[src/rtl/bus_arb_mux_pkg.sv]
// Shared definitions for the bus_arb_mux datapath multiplexer.
//   MODE_FIXED / MODE_RR : values of the mode input
//   DEFAULT_WIDTH        : width of the shared datapath bus
//   wrap_add()           : (a + b) mod n for operands already below n,
//                          written as an explicit compare/subtract so it
//                          works for non-power-of-2 channel counts.
package bus_arb_mux_pkg;

   localparam logic MODE_FIXED    = 1'b0;
   localparam logic MODE_RR       = 1'b1;
   localparam int   DEFAULT_WIDTH = 8;

   function automatic int wrap_add(input int a, input int b, input int n);
      int s;
      s = a + b;
      if (s >= n) s = s - n;
      return s;
   endfunction

endpackage

[src/rtl/bus_arb_mux_if.sv]
// Handshake/bus bundle between the datapath sources, the mux and its consumer.
//   mode, ctrl          selection mode and FIXED-mode channel index
//   in_data/in_valid    per-channel words, channel i at [i*WIDTH +: WIDTH]
//   in_ready            per-channel accept strobe (one-hot or zero)
//   out_data/out_src    registered word and the channel it came from
//   out_valid/out_ready output slot handshake
// Handshake rule for every valid/ready pair here: a word moves on a rising
// clock edge exactly when valid and ready are both 1 in the cycle before that
// edge; a producer keeps valid and data stable until it sees ready.
interface bus_arb_mux_if #(
   parameter int WIDTH  = 8,
   parameter int NUM_IN = 4
);
   localparam int SEL_W = $clog2(NUM_IN);

   logic                    mode;
   logic [SEL_W-1:0]        ctrl;
   logic [NUM_IN*WIDTH-1:0] in_data;
   logic [NUM_IN-1:0]       in_valid;
   logic [NUM_IN-1:0]       in_ready;
   logic [WIDTH-1:0]        out_data;
   logic                    out_valid;
   logic                    out_ready;
   logic [SEL_W-1:0]        out_src;

   modport master (
      output mode, ctrl, in_data, in_valid, out_ready,
      input  in_ready, out_data, out_valid, out_src
   );

   modport slave (
      input  mode, ctrl, in_data, in_valid, out_ready,
      output in_ready, out_data, out_valid, out_src
   );
endinterface

[src/rtl/bus_arb_mux_rr_arbiter.sv]
// Purely combinational round-robin arbiter.
//   req         in   NUM_IN  requesting channels
//   ptr         in   SEL_W   highest-priority channel (must be < NUM_IN)
//   grant       out  NUM_IN  one-hot grant, zero when nothing requests
//   grant_idx   out  SEL_W   index of the granted channel
//   grant_valid out  1       some channel is granted
module bus_arb_mux_rr_arbiter
   import bus_arb_mux_pkg::*;
#(
   parameter int NUM_IN = 4,
   localparam int SEL_W = $clog2(NUM_IN)
) (
   input  logic [NUM_IN-1:0] req,
   input  logic [SEL_W-1:0]  ptr,
   output logic [NUM_IN-1:0] grant,
   output logic [SEL_W-1:0]  grant_idx,
   output logic              grant_valid
);

   logic [SEL_W-1:0] cand;

   // Scan offsets from farthest to nearest so the channel closest to ptr
   // (in wrap order) is the last writer and therefore wins.
   always_comb begin
      grant       = '0;
      grant_idx   = '0;
      grant_valid = 1'b0;
      cand        = '0;
      for (int i = NUM_IN - 1; i >= 0; i--) begin
         cand = SEL_W'(wrap_add(int'(ptr), i, NUM_IN));
         if (req[cand]) begin
            grant       = '0;
            grant[cand] = 1'b1;
            grant_idx   = cand;
            grant_valid = 1'b1;
         end
      end
   end

endmodule

[src/rtl/bus_arb_mux.sv]
// N-to-1 datapath bus multiplexer with one registered output slot.
//   clk  in  rising-edge clock
//   rst  in  asynchronous active-high reset
//   bus  slave side of bus_arb_mux_if (mode/ctrl, channel inputs,
//        in_ready strobes, registered out_data/out_src/out_valid)
// FIXED mode takes channel ctrl only; RR mode grants round-robin among valid
// channels starting at rr_ptr. The slot reloads whenever it is empty or being
// drained, so back-to-back transfers run at one per cycle.
module bus_arb_mux
   import bus_arb_mux_pkg::*;
#(
   parameter int WIDTH  = DEFAULT_WIDTH,
   parameter int NUM_IN = 4,
   localparam int SEL_W = $clog2(NUM_IN)
) (
   input  logic         clk,
   input  logic         rst,
   bus_arb_mux_if.slave bus
);

   logic [SEL_W-1:0]  rr_ptr;
   logic [NUM_IN-1:0] rr_grant;
   logic [SEL_W-1:0]  rr_idx;
   logic              rr_valid;

   logic [NUM_IN-1:0] fx_grant;
   logic              fx_valid;

   logic [NUM_IN-1:0] grant;
   logic [SEL_W-1:0]  grant_idx;
   logic              grant_valid;
   logic              load;
   logic              xfer;
   logic [WIDTH-1:0]  sel_data;

   bus_arb_mux_rr_arbiter #(.NUM_IN(NUM_IN)) u_rr (
      .req         (bus.in_valid),
      .ptr         (rr_ptr),
      .grant       (rr_grant),
      .grant_idx   (rr_idx),
      .grant_valid (rr_valid)
   );

   // FIXED grant: an out-of-range ctrl matches no channel, so nothing is granted.
   always_comb begin
      fx_grant = '0;
      fx_valid = 1'b0;
      for (int i = 0; i < NUM_IN; i++) begin
         if (bus.ctrl == SEL_W'(i) && bus.in_valid[i]) begin
            fx_grant[i] = 1'b1;
            fx_valid    = 1'b1;
         end
      end
   end

   always_comb begin
      grant       = (bus.mode == MODE_RR) ? rr_grant : fx_grant;
      grant_idx   = (bus.mode == MODE_RR) ? rr_idx   : bus.ctrl;
      grant_valid = (bus.mode == MODE_RR) ? rr_valid : fx_valid;
      load        = !bus.out_valid || bus.out_ready;
      // rst gating keeps in_ready low during reset even though the slot is empty.
      xfer        = load && grant_valid && !rst;
      bus.in_ready = xfer ? grant : '0;
      sel_data    = '0;
      for (int i = 0; i < NUM_IN; i++) begin
         if (grant_idx == SEL_W'(i)) sel_data = bus.in_data[i*WIDTH +: WIDTH];
      end
   end

   always_ff @(posedge clk or posedge rst) begin
      if (rst) begin
         bus.out_valid <= 1'b0;
         bus.out_data  <= '0;
         bus.out_src   <= '0;
         rr_ptr        <= '0;
      end else if (xfer) begin
         bus.out_valid <= 1'b1;
         bus.out_data  <= sel_data;
         bus.out_src   <= grant_idx;
         if (bus.mode == MODE_RR)
            rr_ptr <= SEL_W'(wrap_add(int'(grant_idx), 1, NUM_IN));
      end else if (bus.out_ready) begin
         bus.out_valid <= 1'b0;
      end
   end

endmodule

[src/flat_wrapper.sv]
// flat-port wrapper written by rule: the top's interface ports become plain ports
module bus_arb_mux_flat import bus_arb_mux_pkg::*;
#(
   parameter int WIDTH  = DEFAULT_WIDTH,
   parameter int NUM_IN = 4,
   localparam int SEL_W = $clog2(NUM_IN)
)
  (clk, rst, bus_mode, bus_ctrl, bus_in_data, bus_in_valid, bus_out_ready, bus_in_ready, bus_out_data, bus_out_valid, bus_out_src);
  bus_arb_mux_if #(.WIDTH(WIDTH), .NUM_IN(NUM_IN)) bus_i ();
  input  logic clk;
  input  logic rst;
  input wire logic [$bits(bus_i.mode)-1:0] bus_mode;
  input wire logic [$bits(bus_i.ctrl)-1:0] bus_ctrl;
  input wire logic [$bits(bus_i.in_data)-1:0] bus_in_data;
  input wire logic [$bits(bus_i.in_valid)-1:0] bus_in_valid;
  input wire logic [$bits(bus_i.out_ready)-1:0] bus_out_ready;
  output wire logic [$bits(bus_i.in_ready)-1:0] bus_in_ready;
  output wire logic [$bits(bus_i.out_data)-1:0] bus_out_data;
  output wire logic [$bits(bus_i.out_valid)-1:0] bus_out_valid;
  output wire logic [$bits(bus_i.out_src)-1:0] bus_out_src;
  assign bus_i.mode = bus_mode;
  assign bus_i.ctrl = bus_ctrl;
  assign bus_i.in_data = bus_in_data;
  assign bus_i.in_valid = bus_in_valid;
  assign bus_i.out_ready = bus_out_ready;
  assign bus_in_ready = bus_i.in_ready;
  assign bus_out_data = bus_i.out_data;
  assign bus_out_valid = bus_i.out_valid;
  assign bus_out_src = bus_i.out_src;
  bus_arb_mux #(.WIDTH(WIDTH), .NUM_IN(NUM_IN)) u_core (.clk(clk), .rst(rst), .bus(bus_i));
endmodule
[config.mk]
export PLATFORM = sky130hd
export DESIGN_NAME = bus_arb_mux_flat
export DESIGN_NICKNAME = d
export VERILOG_FILES = /design/src/rtl/bus_arb_mux_pkg.sv /design/src/rtl/bus_arb_mux_if.sv /design/src/rtl/bus_arb_mux_rr_arbiter.sv /design/src/rtl/bus_arb_mux.sv /design/src/flat_wrapper.sv
export SDC_FILE = /design/constraint.sdc
export NUM_CORES = 1
export LEC_CHECK = 0
export BUFFER_PORTS_ARGS = -buffer_cell sky130_fd_sc_hd__buf_2
export CAP_MARGIN = 20
export CORE_MARGIN = 5
export CORE_UTILIZATION = 30
export DETAILED_ROUTE_END_ITERATION = 8
export GPL_ROUTABILITY_DRIVEN = 0
export SETUP_SLACK_MARGIN = 0.02
export SYNTH_ARGS = -nofsm -noshare
export SYNTH_HDL_FRONTEND = slang
export SYNTH_HIERARCHICAL = 1
export SYNTH_SLANG_ARGS = --single-unit
[constraint.sdc]
create_clock -name clk -period 4.1 [get_ports clk]
set_input_delay 0.205 -clock clk [delete_from_list [all_inputs] [get_ports clk]]
set_output_delay 0.205 -clock clk [all_outputs]
set_load 0.05 [all_outputs]
==> flow_metrics.tcl, run 1 <==
set metrics [dict create \
    outcome "finished clean" \
    dr.first_iter.drc_count 71 \
    drt_wl_total_mm 4.432 \
    post_drt_via_cell_ratio 4.954 \
    critical_path_peak_fanout 14 \
    p_leak_uw 0.0009044 \
    grt_first_pass_wirelength_mm 7.396 \
    ys_dominant_reg_cell "dfrtp_1" \
    drive_above_1_share 0.4138 \
    dieArea_um2 7051 \
    fin_worst_skew_ns 0.007073 \
    grt-ovfl-total 0 \
    port_buffers 56 \
    synth_area_um2 1642 \
    yosys-top-cells-count "18 x nor2_1, 17 x nand2_1, 14 x inv_1, 13 x dfrtp_1, 12 x ha_1" \
    drtAntennaViolNets 0 \
    timing.final.hold_violations 0 \
    num_vias 1506 \
    antenna_cells 0 \
    netlist_instances 183 \
    post_syn_area_per_cell_um2 8.970 \
    critPathRequiredTime_ns 4.28 \
    power_density_nw_per_um2 712.8 \
    pwr_total_uw 1413 \
    worst_min_delay_path_class "in -> async" \
    fin_setup_tns_ns 0 \
    die_h_um 83.97 \
    synth_top_area_frac 0.1982 \
    grt_max_degree 19 \
    grt_use_total 0.1251 \
    max_slew_margin 0.6192 \
    setup.worst_path.start_class "flop" \
    timing.final.crit_period_ns 3.543 \
    final_max_slew_viol_count 0 \
    finished_core_util 0.3667 \
    cts_resized 0 \
    syn_to_final_growth_pct 20.73 \
    placed_cells_incl_taps 300 \
    design.final.nets 287 \
    top_count_cell_post_synth "nor2_1" \
    cp_data_arrival_time_ns 3.72 \
    synth_edf_count 0 \
    finish.cell_count_without_fillers 304 \
    cp-end-kind "flop" \
    start_util 0.3037 \
    cts.hold.buffers_added 0 \
    numCtsBuffers 3 \
    grt_pass1_vias 1589 \
    ys.warnings.count 6 \
    chipWidth_um 83.97 \
    synth_seq_cells 13 \
    drt_pre_antenna_iters 4 \
    post-cts-setup-buffer-count 0 \
    grt_setup_unrepaired "false" \
    async_reset_ff_frac 1.000 \
    cts.path.max_buffers 2 \
    synth_area_leaders "dfrtp_1 20%, ha_1 9.1%, mux2_4 6.4%" \
    synth-seq-area-share 0.1982 \
    tritoncts "yes" \
    cts_root_buffer "clkbuf_8" \
    final_report_setup_violation_count 0 \
    max_slew.worst_pin.slew_ns 0.5706 \
    clock_sinks 13 \
    antenna_violations_before_repair 0 \
    max-vdd-ir-drop_v 0.0003322 \
    max_clock_freq_ghz 0.2823 \
    htreeDepth 1 \
    critPathKind "reg -> reg" \
    min_period_over_period 0.8640 \
    wire_per_inst_um 14.58 \
    hpwlAfterDp_mm 3.544 \
    io_pins 57 \
    worstSkewPairLatency_ns 0.24 \
    synthDistinctLibCells 41 \
    fp.coreArea_um2 5405 \
    max-cap-violations 0 \
    clkSlewWorstSetupHoldPaths_ns 0.06 \
    rows 27 \
    drc_errors 0 \
    synth_area_leader_cell "dfrtp_1" \
    syn-num-nets 237 \
]
==> worst paths after layout <==
check	from	end	slack, ns	cells after the start
min	rst	u_core/bus.out_data[0]	0.005	2
max reg2reg	u_core/rr_ptr[1]	u_core/bus.out_data[4]	0.56	13
max in group asynchronous	rst	u_core/rr_ptr[1]	3.69	2
min in group clk	bus_out_ready	u_core/bus.out_valid	0.17	2
min reg2reg	u_core/bus.out_data[6]	u_core/bus.out_data[6]	0.50	1
max	u_core/rr_ptr[1]	u_core/bus.out_data[4]	0.56	13
==> worst max-delay path, cell delays in order (launching register included) <==
cell and delay (ns):
dfrtp_2 0.50, inv_1 0.22, ha_2 0.53, nand2_1 0.08, a21o_2 0.21, a221oi_1 0.29
nand2_1 0.08, o21ai_0 0.22, inv_1 0.13, ha_1 0.33, nor2b_2 0.28, a221oi_1 0.12
o31ai_1 0.29, mux2_4 0.19
==> final cells by class <==
| cell class | count | area (um2) |
|---|---|---|
| Fill cell | 590 | 3423 |
| Multi-Input combinational cell | 144 | 1179 |
| Sequential cell | 13 | 326.6 |
| Timing Repair Buffer | 57 | 287.8 |
| Tap cell | 72 | 90.09 |
| Inverter | 14 | 52.55 |
| Clock buffer | 3 | 41.29 |
| Clock inverter | 1 | 5.005 |
==> cell families after synthesis <==
group           share of synthesized area
mux                                0.1944
compound gates                     0.2546
simple gates                       0.1761
flops                              0.1982
fa+ha+maj                         0.09146
buf+inv                           0.08536
==> cell usage in the layout (no fill, tap or decap), drive strengths merged, types with 5 or more instances in the layout <==
master,synthesis,final
a221oi,8,8
ha,12,12
nand3,5,5
mux2,16,16
nand2,18,18
inv,14,14
dfrtp,13,13
nor2,20,20
mux2i,7,7
o31ai,7,7
a21oi,6,6
nor2b,10,10
buf,9,57
==> registers in the layout (all words and copies together) (netlist names) <==
signal / flops
u_core/rr_ptr: 2
u_core/bus.out_data: 8
u_core/bus.out_valid: 1
u_core/bus.out_src: 2
==> metrics by stage <==
stage          worst slack (ns)  instance area (um2)  hold slack [ns]
3_3_place_gp             0.4200                 1932           0.2752
3_5_place_dp             0.2847                 1932           0.2827
6_report                 0.5575                 1982         0.004995
5_1_grt                  0.1943                 1982          0.04637
2_1_floorplan            0.8445                 1642          0.09022
4_1_cts                  0.2855                 1978          0.01708
==> power by group <==
group          internal [uW]  total, uW  switching (uW)
combinational            402       1060             661
clock                   67.1        115            48.1
sequential               187        235            47.4
total                    656       1410             756
==> layer usage <==
metal	track usage	part of all wire
met5	0	0
met4	0.03363	0.0054
met2	0.2075	0.46
met1	0.1661	0.48
met3	0.02270	0.050
(Power assumes the default switching activity.)
==> run 2: changes to the inputs <==
--- a/config.mk
+++ b/config.mk
@@ -5,6 +5,7 @@
 export SDC_FILE = /design/constraint.sdc
 export NUM_CORES = 1
 export LEC_CHECK = 0
+export ABC_AREA = 1
 export BUFFER_PORTS_ARGS = -buffer_cell sky130_fd_sc_hd__buf_2
 export CAP_MARGIN = 20
 export CORE_MARGIN = 5
==> run 2 against run 1 <==
Global-route usage decreased by 0.18 points. Largest cell class unchanged. Critical path depth increased by 6. Largest power group unchanged. The run now ends with negative hold slack left. Worst hold slack got worse by 0.020 ns. Combinational power increased by 7%.
==> flow_metrics.tcl, run 2 <==
set metrics [dict create \
    post_syn_area_per_cell_um2 6.182 \
    post_layout_instance_area_um2 1912 \
    critPathCapture "u_core/bus.out_data[5]" \
    finish.cell_count_without_fillers 374 \
    antenna_cells 0 \
    drt_pre_antenna_iters 4 \
    drt_wl_total_mm 4.126 \
    registers.top_by_ff_count "u_core/bus.out_data" \
    cp-end-kind "flop" \
    max-cap-violations 0 \
    setup.worst_path.start "u_core/rr_ptr[0]" \
    synth_area_leaders "dfrtp_1 21%, nand2_1 20%, nand3_1 11%" \
    power_density_nw_per_um2 770.8 \
    ys_dominant_reg_cell "dfrtp_1" \
    timing.final.crit_period_ns 3.200 \
    fp.coreArea_um2 5107 \
    final_max_slew_viol_count 0 \
    p_leak_uw 0.001139 \
    most-common-layout-cells "84 x nand2_1, 56 x buf_2, 36 x nand3_1" \
    critical_path.most_common_cell "nand2_1" \
    layout.filler_cells 574 \
    yosys-top-cells-count "84 x nand2_1, 36 x nand3_1, 28 x inv_1, 23 x a21oi_1, 14 x nor2_1" \
    grt_setup_unrepaired "false" \
    async_reset_ff_frac 1.000 \
    clkSlewWorstSetupHoldPaths_ns 0.05 \
    detailed_place.area_um2 1866 \
    max-vdd-ir-drop_v 0.0002570 \
    synth_top_area_frac 0.2072 \
    cts_resized 0 \
    synth_seq_cells 13 \
    grt-ovfl-total 0 \
    clock_sinks 13 \
    dieArea_um2 6781 \
    critPathRequiredTime_ns 4.23 \
    grt_max_degree 17 \
    reg2reg_to "u_core/bus.out_data[5]" \
    path_cells "inv_2 > ha_1 > inv_1 > nand3_2 > nand2_4 > inv_4 > a21oi_1 > nand2_1 > o21ai_1 > nor2_1 > nor2_1 > ha_1 > inv_1 > nand3_1 > nand2_1 > nand2_1 > nand2_1 > nand3_1 > nand2_1" \
    design.final.nets 359 \
    drtAntennaViolNets 0 \
    drive_above_1_share 0.2730 \
    hpwlAfterDp_mm 3.349 \
    numCtsBuffers 3 \
    io_pins 57 \
    critical_path_peak_fanout 12 \
    synth_area_leader_cell "dfrtp_1" \
    chipWidth_um 82.35 \
    num_vias 1643 \
    max_clock_freq_ghz 0.3125 \
    port_buffers 56 \
    grt_pass1_vias 1492 \
    max_slew_margin 0.6458 \
    synth_area_um2 1570 \
    flip_flop_count_of_the_largest_register_all_copies_and_words_added 8 \
    fin_setup_tns_ns 0 \
    drc_errors 0 \
    fin_worst_skew_ns 0.001370 \
    worst_min_delay_path_class "in -> async" \
    worst_path_max_delay_cell "dfrtp_1" \
    wire_per_inst_um 11.03 \
    syn-num-nets 308 \
    worst_r2r_startpoint "u_core/rr_ptr[0]" \
    syn_to_final_growth_pct 21.75 \
    grt_use_total 0.1233 \
    min_period_over_period 0.7805 \
    failing_checks "negative hold slack" \
    htreeDepth 1 \
    outcome "finished with violations" \
    timing.final.hold_violations 13 \
    final_common_cell "nand2_1" \
    top_count_cell_post_synth "nand2_1" \
    grt_first_pass_wirelength_mm 6.734 \
    rows 26 \
    largest_registers "u_core/bus.out_data (8), u_core/bus.out_src (2), u_core/rr_ptr (2)" \
    max_slew.worst_pin.slew_ns 0.5313 \
    start_util 0.3074 \
    max_stage_delay_ns 0.57 \
    final_report_setup_violation_count 0 \
    ys.warnings.count 6 \
    netlist_instances 254 \
    post_drt_via_cell_ratio 4.393 \
    critPathKind "reg -> reg" \
    die_h_um 82.35 \
    synthDistinctLibCells 27 \
    antenna_violations_before_repair 0 \
    placed_cells_incl_taps 370 \
    hold-worst-slack_ns -0.01453 \
    synth_edf_count 0 \
    worstSkewPairLatency_ns 0.24 \
    tritoncts "yes" \
    worst_r2r_path_depth 19 \
    post-cts-setup-buffer-count 0 \
    cts.path.max_buffers 2 \
    synth-seq-area-share 0.2072 \
    setup.worst_path.start_class "flop" \
    ff2ff_setup_slack_ns 0.90 \
    cts.hold.buffers_added 0 \
    cp_data_arrival_time_ns 3.33 \
    cts_root_buffer "clkbuf_8" \
    dr.first_iter.drc_count 99 \
]
run 2: cell types whose count changed in the layout (fill, tap and decap cells not counted), moves of 8 or more:
cell,delta
mux2_2,-9
nand3_1,+32
a21oi_1,+18
a221oi_1,-8
nor2b_1,-9
nand2_1,+67
inv_1,+14
run 2: logic make-up after synthesis:
group | after synthesis | share of synthesized area
and+or+nand+nor | 154 | 0.4621
adders and majority gates | 12 | 0.09561
buffers and inverters | 45 | 0.1331
AOI/OAI and AO/OA | 30 | 0.1020
DFF | 13 | 0.2072
run 2: how the worst min path moves through the flow:
stage	slack (ns)	end	cells after the start	from
6_report	-0.01	u_core/bus.out_data[3]	2	rst
3_5_place_dp	0.26	u_core/bus.out_data[5]	2	rst
5_1_grt	0.03	u_core/bus.out_data[0]	2	rst
2_1_floorplan	0.09	u_core/bus.out_data[0]	1	rst
3_3_place_gp	0.27	u_core/bus.out_data[5]	2	rst
4_1_cts	0.001	u_core/bus.out_src[0]	2	rst
run 2: layout make-up:
type | count | area (um2) | area share
Multi-Input combinational cell | 196 | 1036 | 0.5419
Sequential cell | 13 | 325.3 | 0.1702
Timing Repair Buffer | 56 | 280.3 | 0.1466
Inverter | 35 | 136.4 | 0.07134
Tap cell | 70 | 87.58 | 0.04581
Clock buffer | 3 | 41.29 | 0.02160
Clock inverter | 1 | 5.005 | 0.002618
run 2: worst max-delay path: cells and delay by family, from the launching register on:
family,cells,cell delay (ns)
flops,1,0.57
buf+inv,4,0.54
simple gates,11,1.00
fa+ha+maj,2,0.75
compound gates,2,0.23
run 2: where the power goes:
part | switching, uW | internal [uW] | total, uW
clock | 45.6 | 67.1 | 113
sequential | 52.1 | 183 | 235
combinational | 777 | 348 | 1130
run 2: routing by layer:
metal  global-route usage  part of all wire  routed length, um  up-vias
met5                    0                 0                  0        -
met4              0.02492            0.0036                 15        0
met1               0.1862              0.51               2097      708
li1                     -                 -                  -      896
met2               0.1875              0.45               1852       37
met3              0.01302             0.039                161        2
run 2: stage by stage:
| stage | hold slack, ns | util | setup slack (ns) | total power, uW |
|---|---|---|---|---|
| final | -0.01453 | 0.3743 | 0.9001 | 1474 |
| after global routing | 0.02531 | 0.3743 | 0.5676 | 1633 |
| after CTS | 0.001256 | 0.3743 | 0.9284 | 1471 |
| after detailed placement | 0.2636 | 0.3653 | 0.9273 | 1351 |
| after global placement | 0.2654 | 0.3653 | 0.9690 | 1360 |
| after floorplan | 0.09015 | - | 1.243 | 1132 |
==> run 3: changes to the inputs <==
==> constraint.sdc (replaced) <==
create_clock -name clk -period 3 [get_ports clk]
set_input_delay 0.15 -clock clk [delete_from_list [all_inputs] [get_ports clk]]
set_output_delay 0.15 -clock clk [all_outputs]
set_load 0.05 [all_outputs]
==> run 3 against run 2 <==
Register-to-register slack got worse by 0.53 ns. Power increased by 41%. Via count increased by 2.8%. Worst hold slack improved by 0.19 ns. Count of clock-buffer cells in the layout increased by 1. Combinational power increased by 45%. Sequential share of layout area decreased by 0.65 points. Final cell count increased by 1.9%. Wire length increased by 5.4%. Flip-flop and latch count unchanged. Utilization increased by 1.5 points. Clock power increased by 35%. Largest power group unchanged. The flow now finishes without violations.
==> flow_metrics.tcl, run 3 (same netlist as run 2, synthesis figures left out) <==
set metrics [dict create \
    flip_flop_count_of_the_largest_register_all_copies_and_words_added 8 \
    critical_path_buf_inv_count 4 \
    worst_r2r_path_depth 19 \
    placed_cells_incl_taps 376 \
    final_max_slew_viol_count 0 \
    max_clock_freq_ghz 0.3800 \
    worst_r2r_startpoint "u_core/rr_ptr[0]" \
    largest_registers "u_core/bus.out_data (8), u_core/bus.out_src (2), u_core/rr_ptr (2)" \
    design.final.nets 366 \
    final_common_cell "nand2_1" \
    power_density_nw_per_um2 1049 \
    clkSlewWorstSetupHoldPaths_ns 0.05 \
    syn_to_final_growth_pct 26.61 \
    wire_per_inst_um 11.41 \
    grt_max_degree 17 \
    die_h_um 82.35 \
    max_slew.worst_pin.slew_ns 0.3651 \
    critical_path_peak_fanout 14 \
    finish.cell_count_without_fillers 381 \
    fp.coreArea_um2 5107 \
    port_buffers 56 \
    antenna_cells 0 \
    drtAntennaViolNets 0 \
    drive_above_1_share 0.2926 \
    cp-end-kind "output port" \
    path_cells "inv_2 > ha_1 > inv_1 > nand3_2 > nand2_4 > inv_4 > nand3_1 > nor2_1 > nor2_4 > nand2_4 > nor2_1 > buf_2" \
    ff2ff_setup_slack_ns 0.37 \
    dieArea_um2 6781 \
    drt_wl_total_mm 4.347 \
    layout.filler_cells 577 \
    numCtsBuffers 3 \
    timing.final.hold_violations 0 \
    grt_setup_unrepaired "false" \
    io_pins 57 \
    worst_min_delay_path_class "in -> reg" \
    clock_sinks 13 \
    timing.final.crit_period_ns 2.631 \
    start_util 0.3074 \
    critPathKind "reg -> out" \
    max_slew_margin 0.7560 \
    dr.first_iter.drc_count 60 \
    worst_path_dominant_cell_family "simple AND/OR/NAND/NOR gates" \
    hpwlAfterDp_mm 3.476 \
    cts.path.max_buffers 2 \
    timing.critical_path.depth 12 \
    fin_worst_skew_ns 0.004659 \
    grt_use_total 0.1297 \
    htreeDepth 1 \
    antenna_violations_before_repair 0 \
    reg2reg_to "u_core/bus.out_data[5]" \
    setup.worst_path.start_class "flop" \
    grt_first_pass_wirelength_mm 7.120 \
    post_drt_via_cell_ratio 4.433 \
    chipWidth_um 82.35 \
    final_report_setup_violation_count 0 \
    drt_pre_antenna_iters 4 \
    worstSkewPairLatency_ns 0.24 \
    num_vias 1689 \
    p_leak_uw 0.001169 \
    max_stage_delay_ns 0.36 \
    rows 26 \
    outcome "finished clean" \
    max-cap-violations 0 \
    max-vdd-ir-drop_v 0.0003176 \
    cp_data_arrival_time_ns 2.48 \
    tritoncts "yes" \
    worst_hold_startpoint "bus_out_ready" \
    most-common-layout-cells "84 x nand2_1, 56 x buf_2, 36 x nand3_1" \
    critPathCapture "bus_in_ready[0]" \
    grt_pass1_vias 1601 \
    critPathRequiredTime_ns 2.85 \
    fin_setup_tns_ns 0 \
    worst_path_max_delay_cell "dfrtp_1" \
    post-cts-setup-buffer-count 0 \
    drc_errors 0 \
    grt-ovfl-total 0 \
    min_period_over_period 0.8771 \
    cts_root_buffer "clkbuf_8" \
    setup.worst_path.start "u_core/rr_ptr[0]" \
    registers.top_by_ff_count "u_core/bus.out_data" \
]
[run 3: final cells by class]
cell class | instances | area [um2] | area share
Clock buffer | 4 | 45.04 | 0.02266
Tap cell | 70 | 87.58 | 0.04405
Multi-Input combinational cell | 196 | 1059 | 0.5324
Timing Repair Buffer | 63 | 335.3 | 0.1687
Inverter | 35 | 136.4 | 0.06860
Sequential cell | 13 | 325.3 | 0.1636
[run 3: what timing repair did]
| action | CTS | global route |
|---|---|---|
| endpoints found under the setup margin | 0 | 8 |
| gates resized for setup | 0 | 5 |
| hold buffers | 1 | 0 |
| hold endpoints to repair | 13 | 0 |
[run 3: stage by stage]
step | util | worst slack, ns | power (uW) | area, um2 | hold slack [ns]
floorplan | - | 0.1433 | 1547 | 1570 | 0.03515
global placement | 0.3741 | 0.1626 | 1911 | 1911 | 0.1494
detailed placement | 0.3741 | 0.1493 | 1899 | 1911 | 0.1479
CTS | 0.3849 | 0.1430 | 2062 | 1966 | 0.1796
global route | 0.3893 | 0.01533 | 2309 | 1988 | 0.1846
finish | 0.3893 | 0.3687 | 2085 | 1988 | 0.1759
[run 3: power by group]
| part | total (uW) | switching, uW | internal, uW |
|---|---|---|---|
| registers | 293 | 42.3 | 251 |
| clock network | 152 | 58.0 | 93.5 |
| logic | 1640 | 1110 | 526 |
| total | 2080 | 1210 | 870 |
[run 3: worst min-delay path by stage]
stage / end / slack [ns] / depth (start not counted)
floorplan: u_core/bus.out_data[0] / 0.04 / 1
global placement: u_core/bus.out_data[3] / 0.15 / 3
detailed placement: u_core/bus.out_data[3] / 0.15 / 3
CTS: u_core/bus.out_valid / 0.18 / 4
global route: u_core/bus.out_valid / 0.18 / 4
finish: u_core/bus.out_valid / 0.18 / 4
[run 3: worst register-to-register path, cell delays in order (launching register included)]
cell	delay, ns
dfrtp_1	0.36
inv_2	0.05
ha_1	0.33
inv_1	0.10
nand3_2	0.12
nand2_4	0.14
inv_4	0.07
a21oi_1	0.12
nand2_1	0.05
o21ai_1	0.09
nor2_1	0.09
nor2_4	0.15
inv_1	0.10
ha_2	0.29
a21oi_1	0.15
nand2_1	0.07
nand2_1	0.07
nand2_1	0.05
nand3_1	0.08
nand2_1	0.06
[run 3: routing by layer]
layer  share of wire  wire (um)  track usage
met1            0.47       2061       0.1826
met5               0          0            0
met3           0.044        192      0.01952
met4          0.0044         19      0.01993
met2            0.48       2074       0.2123
